<file path="src/rtl/sync_pkg.sv">
// Shared definitions for the sync frame arbiter: framer defaults, FSM encoding
// and the fill-block source id.
package sync_pkg;

    localparam logic [7:0]  SYNC_MARKER     = 8'h47;
    localparam int unsigned DEF_PAYLOAD_LEN = 255;
    localparam logic [7:0]  PADDING_BYTE    = 8'h00;
    localparam logic [7:0]  DEF_FILL_BYTE   = 8'h55;

    typedef enum logic [1:0] {
        StIdle = 2'd0,
        StXfer = 2'd1,
        StFill = 2'd2
    } state_e;

    // All-ones id of width id_w, used to tag fill blocks on tuser.
    function automatic logic [7:0] fill_id(input int unsigned id_w);
        fill_id = 8'((1 << id_w) - 1);
    endfunction

endpackage

</file>
<file path="src/rtl/sync_rr_arb.sv">
// Round-robin request picker: first requester at or after rr_ptr_i, wrapping.
// Purely combinational; the caller registers the result.
module sync_rr_arb #(
    parameter int unsigned NUM_SRC = 2,
    parameter int unsigned PTR_W   = (NUM_SRC > 1) ? $clog2(NUM_SRC) : 1
) (
    input  logic [NUM_SRC-1:0] req_i,
    input  logic [PTR_W-1:0]   rr_ptr_i,
    output logic [NUM_SRC-1:0] gnt_oh_o,
    output logic [PTR_W-1:0]   gnt_id_o,
    output logic               gnt_vld_o
);

    // Scan sources starting at the pointer; the first hit wins.
    always_comb begin
        logic        found;
        int unsigned idx;
        found     = 1'b0;
        idx       = 0;
        gnt_oh_o  = '0;
        gnt_id_o  = '0;
        for (int unsigned k = 0; k < NUM_SRC; k++) begin
            idx = (int'(rr_ptr_i) + k) % NUM_SRC;
            if (!found && req_i[idx]) begin
                found         = 1'b1;
                gnt_oh_o[idx] = 1'b1;
                gnt_id_o      = PTR_W'(idx);
            end
        end
        gnt_vld_o = found;
    end

endmodule

</file>
<file path="src/rtl/sync_frame_arbiter.sv">
// Schedules NUM_SRC byte streams onto the framer input, one full payload block
// per grant, round-robin. Optional idle fill blocks are enabled by defining
// FILL_BLOCK_EN.
module sync_frame_arbiter
    import sync_pkg::*;
#(
    parameter int unsigned NUM_SRC      = 2,
    parameter int unsigned PAYLOAD_LEN  = DEF_PAYLOAD_LEN,
    parameter logic [7:0]  FILL_BYTE    = DEF_FILL_BYTE,
    parameter int unsigned IDLE_TIMEOUT = 1024,
    localparam int unsigned ID_W = ($clog2(NUM_SRC + 1) > 1) ? $clog2(NUM_SRC + 1) : 1
) (
    input  logic                 core_clk,
    input  logic                 rst_n,
    input  logic [NUM_SRC*8-1:0] s_axis_tdata,
    input  logic [NUM_SRC-1:0]   s_axis_tvalid,
    output logic [NUM_SRC-1:0]   s_axis_tready,
    output logic [7:0]           m_axis_tdata,
    output logic                 m_axis_tvalid,
    output logic                 m_axis_tlast,
    output logic [ID_W-1:0]      m_axis_tuser,
    input  logic                 m_axis_tready,
    output logic                 grant_busy,
    output logic [15:0]          block_cnt
);

    localparam int unsigned PTR_W = (NUM_SRC > 1) ? $clog2(NUM_SRC) : 1;
    localparam int unsigned CNT_W = (PAYLOAD_LEN > 1) ? $clog2(PAYLOAD_LEN) : 1;
    localparam logic [CNT_W-1:0] LastCnt = CNT_W'(PAYLOAD_LEN - 1);
    localparam logic [PTR_W-1:0] LastSrc = PTR_W'(NUM_SRC - 1);

`ifdef FILL_BLOCK_EN
    localparam int unsigned IW = (IDLE_TIMEOUT > 1) ? $clog2(IDLE_TIMEOUT) : 1;
    localparam logic [IW-1:0]  IdleLast  = IW'(IDLE_TIMEOUT - 1);
    localparam logic [7:0]     FillIdAll = fill_id(ID_W);
    localparam logic [ID_W-1:0] FillId   = FillIdAll[ID_W-1:0];
    logic [IW-1:0] idle_cnt_q;
`endif

    state_e             state_q;
    logic [PTR_W-1:0]   rr_ptr_q;
    logic [PTR_W-1:0]   gnt_id_q;
    logic [NUM_SRC-1:0] gnt_oh_q;
    logic [CNT_W-1:0]   byte_cnt_q;
    logic [15:0]        block_cnt_q;
    logic               busy_q;

    logic [NUM_SRC-1:0] arb_oh;
    logic [PTR_W-1:0]   arb_id;
    logic               arb_vld;
    logic               hs;
    logic               last_beat;

    sync_rr_arb #(
        .NUM_SRC (NUM_SRC),
        .PTR_W   (PTR_W)
    ) u_arb (
        .req_i     (s_axis_tvalid),
        .rr_ptr_i  (rr_ptr_q),
        .gnt_oh_o  (arb_oh),
        .gnt_id_o  (arb_id),
        .gnt_vld_o (arb_vld)
    );

    assign hs         = m_axis_tvalid & m_axis_tready;
    assign last_beat  = (byte_cnt_q == LastCnt);
    assign grant_busy = busy_q;
    assign block_cnt  = block_cnt_q;

    // Arbitration FSM with byte, block and idle counters.
    always_ff @(posedge core_clk) begin
        if (!rst_n) begin
            state_q     <= StIdle;
            rr_ptr_q    <= '0;
            gnt_id_q    <= '0;
            gnt_oh_q    <= '0;
            byte_cnt_q  <= '0;
            block_cnt_q <= '0;
            busy_q      <= 1'b0;
`ifdef FILL_BLOCK_EN
            idle_cnt_q  <= '0;
`endif
        end else begin
            case (state_q)
                StIdle: begin
                    if (arb_vld) begin
                        gnt_id_q <= arb_id;
                        gnt_oh_q <= arb_oh;
                        state_q  <= StXfer;
                        busy_q   <= 1'b1;
`ifdef FILL_BLOCK_EN
                        idle_cnt_q <= '0;
                    end else if (idle_cnt_q == IdleLast) begin
                        state_q    <= StFill;
                        busy_q     <= 1'b1;
                        idle_cnt_q <= '0;
                    end else begin
                        idle_cnt_q <= idle_cnt_q + 1'b1;
`endif
                    end
                end
                StXfer, StFill: begin
                    if (hs) begin
                        if (last_beat) begin
                            byte_cnt_q  <= '0;
                            block_cnt_q <= block_cnt_q + 16'd1;
                            state_q     <= StIdle;
                            busy_q      <= 1'b0;
                            // Fill blocks leave the round-robin position untouched.
                            if (state_q == StXfer) begin
                                rr_ptr_q <= (gnt_id_q == LastSrc) ? '0 : gnt_id_q + 1'b1;
                            end
                        end else begin
                            byte_cnt_q <= byte_cnt_q + 1'b1;
                        end
                    end
                end
                default: state_q <= StIdle;
            endcase
        end
    end

    // Zero-latency pass-through of the granted source, or the fill pattern.
    always_comb begin
        m_axis_tdata  = FILL_BYTE;
        m_axis_tvalid = 1'b0;
        m_axis_tuser  = '0;
        s_axis_tready = '0;
        m_axis_tlast  = (state_q != StIdle) && last_beat;
        case (state_q)
            StXfer: begin
                for (int unsigned i = 0; i < NUM_SRC; i++) begin
                    if (gnt_id_q == PTR_W'(i)) begin
                        m_axis_tdata  = s_axis_tdata[8*i +: 8];
                        m_axis_tvalid = s_axis_tvalid[i];
                    end
                end
                m_axis_tuser  = ID_W'(gnt_id_q);
                s_axis_tready = gnt_oh_q & {NUM_SRC{m_axis_tready}};
            end
`ifdef FILL_BLOCK_EN
            StFill: begin
                m_axis_tvalid = 1'b1;
                m_axis_tuser  = FillId;
            end
`endif
            default: ;
        endcase
    end

endmodule

</file>
<file path="config.mk">
export PLATFORM = sky130hd
export DESIGN_NAME = sync_frame_arbiter
export DESIGN_NICKNAME = d
export VERILOG_FILES = /design/src/rtl/sync_pkg.sv /design/src/rtl/sync_rr_arb.sv /design/src/rtl/sync_frame_arbiter.sv
export SDC_FILE = /design/constraint.sdc
export NUM_CORES = 1
export LEC_CHECK = 0
export ABC_AREA = 1
export CORE_ASPECT_RATIO = 1.1
export CORE_MARGIN = 1
export CORE_UTILIZATION = 50
export DETAILED_ROUTE_END_ITERATION = 10
export GPL_TIMING_DRIVEN = 0
export PLACE_DENSITY_LB_ADDON = 0.1
export SYNTH_ARGS = -nofsm -noshare
export SYNTH_HDL_FRONTEND = slang
export SYNTH_SLANG_ARGS = --single-unit
</file>
<file path="constraint.sdc">
create_clock -name core_clk -period 3.05 [get_ports core_clk]
set_input_delay 0.4575 -clock core_clk [delete_from_list [all_inputs] [get_ports core_clk]]
set_output_delay 0.4575 -clock core_clk [all_outputs]
set_load 0.01 [all_outputs]
</file>
==> results.md, run 1 <==
- Status: finished, violations left
- Failing checks: DRC
- Startpoint types: flip-flop
- Yosys top cell area share: 34.3%
- Critical Path RT: 2.59 ns
- Power density cells: 356 nW/µm²
- Largest net degree at the start of global routing: 11
- Synth Instances: 263
- Mean Syn Cell Area: 6.43 µm²
- Setup TNS: 0 ns
- Placed Cells: 347
- Crit path kind: flip-flop to output pin
- Insertion delay to the later sink of the worst-skew pair: 0.33 ns
- Cell Area, Placed: 2230 µm²
- I/O Buffers: 50
- Post-synthesis sequential area ratio: 34.3%
- Root buf cell: clkbuf_4
- CTS max path bufs: 2
- Int Pwr: 598 µW
- Leakage: 0.981 nW
- Final hold viol count: 0
- Synth cell types: 25
- Xor/xnor cell area share of the yosys netlist: 3.11%
- Iteration count of the initial detailed-routing pass: 7
- I/O pin cnt: 52
- Layout Skew: 0.00592 ns
- Warnings from Yosys: 0
- Row cnt: 21
- Fin area: 2300 µm²
- DR iter-0 viols: 79
- Switching portion of total power: 27.1%
- Finished Layout Cells: 355
- Worst setup EP type: output pin
- Post-route minimum period: 2.40 ns
- Worst path slowest cell: clkdlybuf4s50_1
- RSZ-0062 raised after global routing: false
- Synth top cells by count: nand2_1, nor2_1, dfxtp_1
- Mapped cell area: 1690 µm²
- Post-Syn Nets: 287
- Max FO, Critical Path: 10
- Tot GR Track Use: 24.1%
- Register share of total power: 48.0%
- Via-to-Cell Ratio: 5.08
- Most frequent cell after synthesis: nand2_1
- Routability congestion estimate: 0.869
- Initial antenna violation count: 0
- CP Buf/Inv Count: 2
- Vias: 1802
- Number of flops mapped to enable cells by yosys: 0
- Final setup fails: 0
- Core area: 3130 µm²
- Max Cap Viol: 0
- Fmax: 417 MHz
- Vias in the first global route: 1645
- Post-synthesis mux area share: 0%
- Fin. max-slew vios: 0
- Yosys top cell by area: dfxtp_1
- Stages on worst setup path: 4
- Sw power: 223 µW
- Period utilization: 78.7%
- Routed Antenna Nets: 0
- DRC violations left: 6
- Reg clk slew, reported paths: 0.10 ns
- First-pass GRT wire length: 6910 µm
- Dominant synthesized flop cell: dfxtp_1
- Worst path cell trace: clkbuf_1, o21ai_0, nor2_1, clkdlybuf4s50_1
- Nets: 344
- Total gr overflow: 0
- Post-DP HPWL: 2950 µm
- CTS Buf Count: 5
- Min-delay worst type: flip-flop to flip-flop
- Setup Fix Bufs, Post-CTS: 0
- Die Y: 63.0 µm
- Hold_buf cts: 0
- Routed wire length per instance: 11.3 µm
- Clk pwr share: 33.7%
- Starting Density: 54.1%
- Synth-to-layout area growth: 36.3%
- # resized after CTS: 0
- CP Data Arrival Time: 1.94 ns
- Crit-path max cell delay: 0.53 ns
- Post-synthesis simple-gate area fraction: 41.3%
- H-tree depth: 2
- Worst reg2reg path depth: 8
- Combinational Power Share: 18.3%
- Routed WL: 4000 µm
- Top cells by area, synth: dfxtp_1, nand2_1, nor2_1
- Share of cells above drive strength 1: 7.48%
- CTS tree: done
- Synth Area in Compound Gates: 9.47%
- # diodes: 0
- CP delay by family, top: buffers and inverters
- #FFs+latches synth: 29
- Total power: 820 µW
- WHS Path Cells: 2
- CTS Sinks: 29
- Die width: 57.4 µm
- Largest family of logic cells by synthesized area: simple AND/OR/NAND/NOR gates
- Synth Area in Adders: 2.22%
- Die area: 3620 µm²
- Hold slack: 0.463 ns
- Worst vdd ir: 0.247 mV
- Ys async rst share: 0%
==> flip-flops by register name, indices dropped and copies added (netlist names) <==
| name | count |
|---|---|
| block_cnt | 16 |
| byte_cnt_q | 8 |
| gnt_oh_q | 2 |
| gnt_id_q | 1 |
| grant_busy | 1 |
| rr_ptr_q | 1 |
==> worst min-delay path: stages, from the launching register on <==
cell and delay [ns]:
dfxtp_1 0.31, inv_1 0.06, a21oi_1 0.06
==> worst paths after layout <==
check                     from              end  slack, ns
setup / recovery    grant_busy  m_axis_tdata[1]       0.65
hold / removal     gnt_oh_q[1]      gnt_oh_q[1]       0.46
setup reg to reg  block_cnt[0]    block_cnt[14]       1.40
hold reg to reg    gnt_oh_q[1]      gnt_oh_q[1]       0.46
==> power by group through the flow <==
| stage | sequential [mW] | clock [mW] | combinational [mW] |
|---|---|---|---|
| final | 0.394 | 0.276 | 0.150 |
| after global routing | 0.395 | 0.296 | 0.166 |
| after CTS | 0.394 | 0.282 | 0.151 |
| after detailed placement | 0.402 | 0 | 0.151 |
| after global placement | 0.402 | 0 | 0.149 |
| after floorplan | 0.402 | 0 | 0.0722 |
==> kinds of logic (layout without fill, tap and decap cells) <==
group | after synthesis | after routing
XOR/XNOR | 6 | 6
AO/OA/AOI/OAI | 31 | 31
adder cells (fa/ha/maj) | 3 | 3
AND/OR/NAND/NOR | 158 | 158
flip-flops | 29 | 29
buffers and inverters | 35 | 93
other | 1 | 1
==> routing by layer <==
layer | part of all wire (%) | wire (µm) | GRT usage, %
met5 | 0 | 0 | 0
met4 | 1.7 | 68 | 9.45
met3 | 7.3 | 294 | 6.83
met2 | 49 | 1970 | 42.7
met1 | 42 | 1670 | 26.4
==> cell type report <==
class / count / area (µm²)
multi-input cells: 199 / 952
plain buffers: 7 / 52.6
repair buffers: 50 / 500
clock inverters: 1 / 5.00
clock buffers: 7 / 65.1
inverters: 28 / 105
well taps: 34 / 42.5
fillers: 283 / 823
flip-flops and latches: 29 / 581
==> per-stage QoR <==
stage               setup slack (ns)  util, %
finish                         0.650     73.7
global placement               0.811     71.4
detailed placement             0.786     71.4
CTS                            0.632     73.7
global route                   0.499     73.7
floorplan                       1.58        -
==> cells in the final DEF (no fill, tap or decap) <==
master / instances
a21oi_1: 20
a21oi_2: 1
buf_4: 1
buf_6: 3
clkbuf_1: 3
clkbuf_4: 5
clkbuf_8: 2
clkdlybuf4s50_1: 50
clkinv_1: 1
clkinv_2: 1
conb_1: 1
dfxtp_1: 29
ha_1: 3
inv_1: 26
inv_2: 1
nand2_1: 71
nand2_2: 4
nand2_4: 3
nand3_1: 25
nand3_4: 1
nand4_1: 1
nor2_1: 50
nor2_4: 1
nor2_8: 1
nor3_1: 1
o21ai_0: 9
o22ai_1: 1
xnor2_1: 2
xor2_1: 4
Power figures use the tool's default switching activity.
==> run 2, diff against run 1 <==
CORE_UTILIZATION = 42   (was 50)
clock period = 2.05 ns   (was 3.05 ns; I/O delays follow)
==> run 2 against run 1 <==
Effect of this change:
- global-route usage decreased by 3.7 points
- clock skew down 0.0031 ns
- the run now ends clean
- via count shrank 2.8%
- critical path type is now input port to output pin
- critical endpoint is now m_axis_tvalid
==> results.md, run 2 (synthesis gave the netlist of run 1 again) <==
- Routed wire length per instance: 10.5 µm
- Worst reg2reg path depth: 8
- Min-delay worst type: flip-flop to flip-flop
- Vias in the first global route: 1647
- Most frequent cells in the layout: nand2_1, nor2_1, clkdlybuf4s50_1
- Nets: 344
- Largest net degree at the start of global routing: 11
- Routability congestion estimate: 0.837
- Final hold viol count: 0
- Startpoint types: input port
- Fin area: 2350 µm²
- Hold Crit Start: gnt_oh_q[1]
- Post-DP HPWL: 2870 µm
- First-pass GRT wire length: 6890 µm
- CTS Buf Count: 5
- Setup TNS: 0 ns
- Cell Area, Placed: 2250 µm²
- Insertion delay to the later sink of the worst-skew pair: 0.27 ns
- CTS tree: done
- Reg2reg end: block_cnt[14]
- Row cnt: 23
- Core area: 3740 µm²
- Max Cap Viol: 0
- Worst vdd ir: 0.561 mV
- Die area: 4280 µm²
- I/O Buffers: 50
- Initial antenna violation count: 0
- Hold_buf cts: 0
- Post-route minimum period: 1.92 ns
- Worst setup EP type: output pin
- Filler cells: 361
- Starting Density: 45.2%
- Tot GR Track Use: 20.4%
- Fmax: 520 MHz
- Routed Antenna Nets: 0
- Status: finished, final reports clean
- # diodes: 0
- Commonest non-fill, non-tap cell in the layout: nand2_1
- Synth-to-layout area growth: 38.9%
- Iteration count of the initial detailed-routing pass: 4
- RSZ-0062 raised after global routing: false
- Max FO, Critical Path: 3
- Root buf cell: clkbuf_8
- Leakage: 0.995 nW
- Total gr overflow: 0
- CP Data Arrival Time: 1.61 ns
- Period utilization: 93.7%
- Routed WL: 3900 µm
- Largest register FFs: 16
- Die width: 62.5 µm
- WHS Path Cells: 2
- H-tree depth: 2
- CTS Sinks: 29
- Register-to-Register Setup Slack: 0.43 ns
- Final core utilization: 62.7%
- Layout Skew: 0.00279 ns
- Critical Path RT: 1.74 ns
- DR iter-0 viols: 91
- Via-to-Cell Ratio: 4.73
- Reg clk slew, reported paths: 0.06 ns
- Crit path kind: input port to output pin
- Final setup fails: 0
- I/O pin cnt: 52
- WHS Endpoint: gnt_oh_q[1]
- Die Y: 68.5 µm
- Total power: 1.27 mW
- CTS max path bufs: 2
- Fin. max-slew vios: 0
- DRC violations left: 0
- Share of cells above drive strength 1: 8.13%
- Vias: 1751
- Worst R2R Start: block_cnt[0]
- Power density cells: 541 nW/µm²
==> run 2: what timing repair did <==
item                                    in CTS  in global routing
setup buffers                                0                  0
resized for setup                            4                  3
endpoints found under the hold margin        0                  0
pin swaps                                    0                  0
endpoints found under the setup margin      12                  4
==> run 2: worst max path at each step <==
stage / startpoint / endpoint / slack [ns] / cells after the start
CTS: grant_busy / m_axis_tdata[5] / 0.01 / 4
finish: s_axis_tvalid[1] / m_axis_tvalid / 0.13 / 6
global placement: s_axis_tvalid[1] / m_axis_tvalid / 0.11 / 6
global route: gnt_id_q / m_axis_tdata[3] / 0.007 / 5
detailed placement: s_axis_tvalid[1] / m_axis_tvalid / 0.11 / 6
floorplan: block_cnt[0] / block_cnt[14] / 0.59 / 8
==> run 2: area by class of cell <==
class | instances | area, µm² | area share, %
multi-input combinational | 199 | 955 | 40.7
clock buffer | 7 | 86.3 | 3.68
buffer | 7 | 57.6 | 2.45
inverter | 28 | 105 | 4.48
timing repair buffer | 50 | 499 | 21.3
tap | 50 | 62.6 | 2.67
sequential | 29 | 582 | 24.8
==> run 2: metal layers <==
| layer | global-route usage, % | up-vias | wire length (µm) |
|---|---|---|---|
| met5 | 0 | - | 0 |
| met2 | 37.5 | 40 | 1830 |
| met3 | 5.92 | 4 | 206 |
| met1 | 21.7 | 767 | 1840 |
| met4 | 10.2 | 0 | 25 |
| li1 | - | 940 | - |
==> run 2: worst max-delay path: stages <==
cell,delay (ns)
clkdlybuf4s50_1,0.54
nand2_4,0.07
nand2_4,0.08
nand2_1,0.05
inv_1,0.05
clkdlybuf4s50_1,0.52
==> run 2: where the power goes <==
part	internal [mW]	switching [mW]	total (mW)
registers	0.577	0.0102	0.587
logic	0.118	0.107	0.225
clock network	0.265	0.193	0.458
total	0.961	0.310	1.27
==> run 2: stage by stage <==
step           hold slack [ns]  worst slack, ns  instances
2_1_floorplan            0.430            0.589        263
3_3_place_gp             0.452            0.110        363
3_5_place_dp             0.458            0.107        363
4_1_cts                  0.468           0.0108        370
5_1_grt                  0.494          0.00655        370
6_report                 0.465            0.129        370
